## src/rtl/fifo_frame_arbiter.sv

```systemverilog
// Round-robin arbiter sharing one FIFO_RAM read port among NUM_REQ consumers; 1-cycle registered forwarding.
// Optional frame-length checking is enabled with `define FRAME_CHECK_EN (len_err tied 0 otherwise).
module fifo_frame_arbiter #(
  parameter int NUM_REQ    = 4,
  parameter int DATA_WIDTH = 32,
  parameter int FRAME_LEN  = 32,
  parameter int TIMEOUT    = 256
) (
  input  logic                  clk,
  input  logic                  rst_n,
  input  logic [NUM_REQ-1:0]    req,
  output logic [NUM_REQ-1:0]    gnt,
  output logic                  busy,
  output logic                  fifo_request,
  input  logic [DATA_WIDTH-1:0] fifo_data,
  input  logic                  fifo_valid,
  input  logic                  fifo_tlast,
  output logic [DATA_WIDTH-1:0] out_data,
  output logic [NUM_REQ-1:0]    out_valid,
  output logic                  out_tlast,
  output logic                  timeout_err,
  output logic                  len_err
);

  localparam int PW = (NUM_REQ > 1) ? $clog2(NUM_REQ) : 1;
  localparam int TW = $clog2(TIMEOUT);
  localparam logic [TW-1:0] TO_MAX  = TW'(TIMEOUT - 1);
  localparam logic [PW-1:0] IDX_MAX = PW'(NUM_REQ - 1);

  typedef enum logic [1:0] {S_IDLE, S_REQ, S_WAIT, S_XFER} state_t;

  state_t              r_state, w_state_nxt;
  logic [PW-1:0]       r_ptr, r_idx, w_pick;
  logic                w_found;
  logic [NUM_REQ-1:0]  r_gnt;
  logic [TW-1:0]       r_to_cnt;
  logic                w_fwd, w_done, w_abort, w_release;
  logic [DATA_WIDTH-1:0] r_out_data;
  logic [NUM_REQ-1:0]  r_out_valid;
  logic                r_out_tlast, r_timeout_err;

  // First requester at or above the rotating pointer, wrapping at NUM_REQ.
  always_comb begin
    w_found = 1'b0;
    w_pick  = '0;
    for (int k = 0; k < NUM_REQ; k++) begin
      int j;
      j = int'(r_ptr) + k;
      if (j >= NUM_REQ) j = j - NUM_REQ;
      if (!w_found && req[j]) begin
        w_found = 1'b1;
        w_pick  = PW'(j);
      end
    end
  end

  always_comb begin
    w_state_nxt = r_state;
    w_fwd       = 1'b0;
    w_done      = 1'b0;
    w_abort     = 1'b0;
    case (r_state)
      S_IDLE: if (w_found) w_state_nxt = S_REQ;
      S_REQ:  w_state_nxt = S_WAIT;
      S_WAIT, S_XFER: begin
        w_fwd = fifo_valid;
        // A valid beat clears the idle counter, so tlast always beats the timeout.
        if (fifo_valid && fifo_tlast) begin
          w_done      = 1'b1;
          w_state_nxt = S_IDLE;
        end else if (fifo_valid) begin
          w_state_nxt = S_XFER;
        end else if (r_to_cnt == TO_MAX) begin
          w_abort     = 1'b1;
          w_state_nxt = S_IDLE;
        end
      end
      default: w_state_nxt = S_IDLE;
    endcase
  end

  assign w_release = w_done | w_abort;

  always_ff @(posedge clk or negedge rst_n) begin
    if (!rst_n) begin
      r_state       <= S_IDLE;
      r_ptr         <= '0;
      r_idx         <= '0;
      r_gnt         <= '0;
      r_to_cnt      <= '0;
      r_out_data    <= '0;
      r_out_valid   <= '0;
      r_out_tlast   <= 1'b0;
      r_timeout_err <= 1'b0;
    end else begin
      r_state <= w_state_nxt;
      if (r_state == S_IDLE && w_found) begin
        r_gnt <= NUM_REQ'(1) << w_pick;
        r_idx <= w_pick;
      end else if (w_release) begin
        r_gnt <= '0;
        r_ptr <= (r_idx == IDX_MAX) ? '0 : r_idx + 1'b1;
      end
      if (r_state == S_REQ || w_fwd)
        r_to_cnt <= '0;
      else if (r_state == S_WAIT || r_state == S_XFER)
        r_to_cnt <= r_to_cnt + 1'b1;
      r_out_valid   <= w_fwd ? r_gnt : '0;
      r_out_tlast   <= w_fwd & fifo_tlast;
      r_timeout_err <= w_abort;
      if (w_fwd) r_out_data <= fifo_data;
    end
  end

`ifdef FRAME_CHECK_EN
  localparam int BW = $clog2(FRAME_LEN + 1);
  localparam logic [BW-1:0] LEN_EXP = BW'(FRAME_LEN);

  logic [BW-1:0] r_beat_cnt, w_beat_inc;
  logic          r_len_err;

  assign w_beat_inc = (&r_beat_cnt) ? r_beat_cnt : r_beat_cnt + 1'b1;

  always_ff @(posedge clk or negedge rst_n) begin
    if (!rst_n) begin
      r_beat_cnt <= '0;
      r_len_err  <= 1'b0;
    end else begin
      r_len_err <= 1'b0;
      if (r_state == S_IDLE) begin
        r_beat_cnt <= '0;
      end else if (w_fwd) begin
        r_beat_cnt <= w_beat_inc;
        if (fifo_tlast) r_len_err <= (w_beat_inc != LEN_EXP);
        else            r_len_err <= (w_beat_inc == LEN_EXP);
      end
    end
  end

  assign len_err = r_len_err;
`else
  assign len_err = 1'b0;
`endif

  assign gnt          = r_gnt;
  assign busy         = (r_state != S_IDLE);
  assign fifo_request = (r_state == S_REQ);
  assign out_data     = r_out_data;
  assign out_valid    = r_out_valid;
  assign out_tlast    = r_out_tlast;
  assign timeout_err  = r_timeout_err;

endmodule

```

## config.mk

```make
export PLATFORM = sky130hd
export DESIGN_NAME = fifo_frame_arbiter
export DESIGN_NICKNAME = d
export VERILOG_FILES = /design/src/rtl/fifo_frame_arbiter.sv
export SDC_FILE = /design/constraint.sdc
export NUM_CORES = 1
export LEC_CHECK = 0
export CAP_MARGIN = 15
export CORE_ASPECT_RATIO = 1.1
export CORE_MARGIN = 10
export CORE_UTILIZATION = 44
export CTS_CLUSTER_SIZE = 30
export DETAILED_ROUTE_END_ITERATION = 12
export PLACE_DENSITY = 0.88
export SLEW_MARGIN = 20
export SYNTH_ARGS = -nofsm -noshare
export SYNTH_HDL_FRONTEND = slang
export SYNTH_SLANG_ARGS = --single-unit
```

## constraint.sdc

```tcl
create_clock -name clk -period 2 [get_ports clk]
set_input_delay 0.3 -clock clk [delete_from_list [all_inputs] [get_ports clk]]
set_output_delay 0.3 -clock clk [all_outputs]
set_load 0.03 [all_outputs]
```

==> run_summary.xml <==
<?xml version="1.0" encoding="UTF-8"?>
<metrics>
  <group name="status">
    <metric name="status" unit="">completed</metric>
  </group>
  <group name="floorplan">
    <metric name="design.die.area" unit="um^2">8620</metric>
    <metric name="core.rowCount" unit="">27</metric>
    <metric name="chipHeight" unit="um">96.4</metric>
    <metric name="design.portCount" unit="">85</metric>
    <metric name="initial_utilization" unit="%">46.0</metric>
    <metric name="floorplan.core_area" unit="um^2">5070</metric>
    <metric name="chipWidth" unit="um">89.4</metric>
  </group>
  <group name="logic_synthesis">
    <metric name="synth_edf_count" unit="">0</metric>
    <metric name="ys_seq_area_share" unit="%">60.1</metric>
    <metric name="synthSimpleGateAreaFrac" unit="%">9.28</metric>
    <metric name="synth_area" unit="um^2">2330</metric>
    <metric name="syn_area_per_cell" unit="um^2">13.1</metric>
    <metric name="number_of_register_bits_inferred_by_synthesis" unit="">56</metric>
    <metric name="post-synth-top-area-fraction" unit="%">60.1</metric>
    <metric name="synth-compound-area-share" unit="%">9.12</metric>
    <metric name="ys.flop_type" unit="">dfrtp_1</metric>
    <metric name="yosys-mux-area-fraction" unit="%">16.7</metric>
    <metric name="synth.distinct_cells" unit="">41</metric>
    <metric name="yosysWarningCount" unit="">0</metric>
    <metric name="synthesis.instances" unit="">178</metric>
    <metric name="post-synth-top-area-cell" unit="">dfrtp_1</metric>
    <metric name="synth_xor_area_share" unit="%">1.13</metric>
    <metric name="synthTopCellsByCount" unit="">dfrtp_1 (56), mux2_2 (32), nand2_1 (13), o21ai_0 (7), inv_1 (6)</metric>
    <metric name="synth.net_count" unit="">220</metric>
    <metric name="dominant_combinational_cell_family_by_area_after_synthesis" unit="">multiplexers</metric>
    <metric name="yosys.cell_count.top_type" unit="">dfrtp_1</metric>
    <metric name="synth.top_cells.by_area" unit="">dfrtp_1 (60%), mux2_2 (15%), nand2_1 (2.1%), o21ai_0 (1.5%), and3_1 (1.3%)</metric>
    <metric name="yosys.area_share.adder" unit="%">1.07</metric>
    <metric name="synth-async-reset-ratio" unit="%">100</metric>
  </group>
  <group name="timing">
    <metric name="finalSetupTns" unit="ns">0</metric>
    <metric name="max_freq" unit="MHz">544</metric>
    <metric name="final-max-slew-violation-count" unit="">0</metric>
    <metric name="finalHoldViolations" unit="">0</metric>
    <metric name="finalSetupViolCount" unit="">0</metric>
    <metric name="grt_setup_unrepaired" unit="">false</metric>
    <metric name="post-route-min-period" unit="ns">1.84</metric>
    <metric name="smallest_setup_slack_after_layout" unit="ns">0.161</metric>
    <metric name="timing.clock.skew" unit="ns">0.00466</metric>
    <metric name="fin_crit_sh" unit="%">91.9</metric>
  </group>
  <group name="worst_setup_path">
    <metric name="worst_path_max_delay_cell" unit="">dfrtp_1</metric>
    <metric name="r2r_end" unit="">r_ptr[1]$_DFFE_PN0P_</metric>
    <metric name="regToRegStartpoint" unit="">r_to_cnt[0]$_DFFE_PN0P_</metric>
    <metric name="crit_required" unit="ns">1.70</metric>
    <metric name="critical_path.max_fanout" unit="">9</metric>
    <metric name="crit_buf_inv" unit="">2</metric>
    <metric name="slowest_delay" unit="ns">0.44</metric>
    <metric name="critical_path.cell_chain" unit="">nor2_4 -&gt; inv_1 -&gt; dlygate4sd2_1</metric>
    <metric name="cpLargestDelayFamily" unit="">buffers and inverters</metric>
    <metric name="timing.critical_path.arrival" unit="ns">1.54</metric>
    <metric name="timing.critical_path.to_type" unit="">primary output</metric>
    <metric name="flop_to_flop_setup_slack" unit="ns">0.29</metric>
    <metric name="r2r.worst_path.cells" unit="">5</metric>
    <metric name="worst_setup_path_start_kind" unit="">flip-flop</metric>
    <metric name="path_class" unit="">reg -&gt; out</metric>
  </group>
  <group name="clock_tree">
    <metric name="post_cts_buffers" unit="">0</metric>
    <metric name="worstSkewPairLatency" unit="ns">0.30</metric>
    <metric name="clkSinkCount" unit="">56</metric>
    <metric name="clock_tree_from_tritoncts" unit="">yes</metric>
    <metric name="bufs_on_longest_clock_path" unit="">2</metric>
    <metric name="htreeDepth" unit="">2</metric>
    <metric name="root_buffer" unit="">clkbuf_8</metric>
    <metric name="numCtsBuffers" unit="">5</metric>
    <metric name="clk_transition_reported_paths" unit="ns">0.10</metric>
  </group>
  <group name="final_layout">
    <metric name="synthToLayoutAreaGrowth" unit="%">43.9</metric>
    <metric name="ant_diodes" unit="">0</metric>
    <metric name="total_number_of_nets_in_the_final_design" unit="">310</metric>
    <metric name="layout-drive-gt1-share" unit="%">20.1</metric>
    <metric name="design_area" unit="um^2">3360</metric>
  </group>
  <group name="global_routing">
    <metric name="global_route.overflow_total" unit="">0</metric>
    <metric name="grt_first_pass_wirelength" unit="um">8720</metric>
    <metric name="gr-usage-all-layers" unit="%">12.9</metric>
    <metric name="number_of_antenna_violations_at_the_first_check_in_global_routing" unit="">0</metric>
    <metric name="grt_start_max_net_pins" unit="">29</metric>
    <metric name="number_of_global_route_vias_before_repair" unit="">1774</metric>
  </group>
  <group name="place">
    <metric name="hpwl" unit="um">4390</metric>
    <metric name="dpl_cell_area" unit="um^2">3250</metric>
    <metric name="io_buffer_count" unit="">83</metric>
    <metric name="routabilityCongestion" unit="">0.846</metric>
    <metric name="dpl_worst_slack" unit="ns">0.193</metric>
  </group>
  <group name="detailed_routing">
    <metric name="detailed_router_iteration_count_before_antenna_repair" unit="">4</metric>
    <metric name="drtIter0Drc" unit="">61</metric>
    <metric name="total_wire_length" unit="um">5600</metric>
    <metric name="remaining_drc_errors" unit="">0</metric>
    <metric name="via_per_inst" unit="">5.24</metric>
    <metric name="route.vias.total" unit="">1715</metric>
    <metric name="drt-wirelength-per-cell" unit="um">17.1</metric>
    <metric name="ant_nets" unit="">0</metric>
  </group>
  <group name="pwr">
    <metric name="vdd.ir_drop.worst" unit="uV">737</metric>
    <metric name="p_per_area" unit="nW/um^2">1540</metric>
    <metric name="leakage_power" unit="nW">1.45</metric>
  </group>
  <group name="worst_hold_path">
    <metric name="hp-class" unit="">in -&gt; async</metric>
  </group>
  <group name="run">
    <metric name="timing.max_cap.violations" unit="">0</metric>
  </group>
</metrics>
registers in the layout, indices dropped and copies added, names as in the netlist:
register	cells
gnt	4
out_data	32
out_tlast	1
out_valid	4
r_idx	2
r_ptr	2
r_state	2
r_to_cnt	8
timeout_err	1
repair_timing:
action | in CTS | in global routing
resized for setup | 2 | 0
hold endpoints to repair | 12 | 0
hold buffers | 1 | 0
setup endpoints to repair | 2 | 0
worst max path at each step:
| stage | cells after the start | endpoint | slack [ns] | start |
|---|---|---|---|---|
| global route | 3 | busy | 0.05 | r_state[0]$_DFFE_PN0P_ |
| floorplan | 5 | r_ptr[0]$_DFFE_PN0P_ | 0.40 | r_to_cnt[0]$_DFFE_PN0P_ |
| detailed placement | 5 | r_ptr[0]$_DFFE_PN0P_ | 0.19 | fifo_valid |
| CTS | 3 | busy | 0.13 | r_state[0]$_DFFE_PN0P_ |
| finish | 3 | busy | 0.16 | r_state[0]$_DFFE_PN0P_ |
| global placement | 5 | r_ptr[0]$_DFFE_PN0P_ | 0.21 | fifo_valid |
layer usage:
| layer | routed length (um) | global-route usage, % | vias up |
|---|---|---|---|
| li1 | - | - | 811 |
| met5 | 0 | 0 | - |
| met4 | 54 | 3.98 | 0 |
| met2 | 2540 | 20.7 | 75 |
| met3 | 533 | 4.36 | 4 |
| met1 | 2470 | 16.1 | 825 |
report_power, final:
part           internal (W)  switching, W
Clock              0.000284      0.000353
Sequential          0.00159      0.000268
Combinational       0.00123       0.00146
cell usage in the layout (no fill, tap or decap), types with 2 or more instances in the layout:
| cell | netlist | routed |
|---|---|---|
| a211oi_1 | 2 | 2 |
| a21oi_1 | 5 | 5 |
| a22o_1 | 2 | 2 |
| a32o_1 | 2 | 2 |
| and3_1 | 5 | 5 |
| buf_4 | 1 | 5 |
| clkbuf_8 | 0 | 6 |
| clkdlybuf4s50_1 | 0 | 80 |
| dfrtp_1 | 56 | 56 |
| dlygate4sd2_1 | 0 | 2 |
| ha_1 | 2 | 2 |
| inv_1 | 6 | 6 |
| mux2_2 | 32 | 32 |
| mux2_4 | 2 | 2 |
| nand2_1 | 13 | 13 |
| nand2b_1 | 3 | 3 |
| nand3_1 | 2 | 2 |
| nor2_1 | 4 | 4 |
| nor2b_1 | 2 | 2 |
| nor3_1 | 3 | 3 |
| o21ai_0 | 7 | 7 |
| o31ai_1 | 2 | 2 |
| o32ai_1 | 2 | 2 |
| xnor2_1 | 2 | 2 |
kinds of logic (layout without fill, tap and decap cells):
logic type	after synthesis	in the layout
adders and majority gates	2	2
AOI/OAI and AO/OA	30	30
muxes	34	34
xor gates and xnor gates	3	3
other	1	1
DFF	56	56
and+or+nand+nor	39	39
buffers and inverters	13	104
through the flow:
step                      hold slack [ns]  utilization, %  std cells  power (W)
after floorplan                   0.00441               -        178    0.00345
after global placement              0.215            64.2        318    0.00454
after detailed placement            0.215            64.2        318    0.00462
after CTS                           0.417            66.3        327    0.00526
after global routing                0.421            66.3        327    0.00548
final                               0.417            66.3        327    0.00519
final cells by class:
| cell class | count | area (um^2) |
|---|---|---|
| multi-input cells | 109 | 875 |
| inverters | 6 | 22.5 |
| clock buffers | 6 | 82.6 |
| well taps | 58 | 72.6 |
| clock inverters | 2 | 13.8 |
| fillers | 389 | 1710 |
| repair buffers | 90 | 891 |
| flip-flops and latches | 56 | 1400 |
No activity file was read; power rests on OpenSTA's default activity.
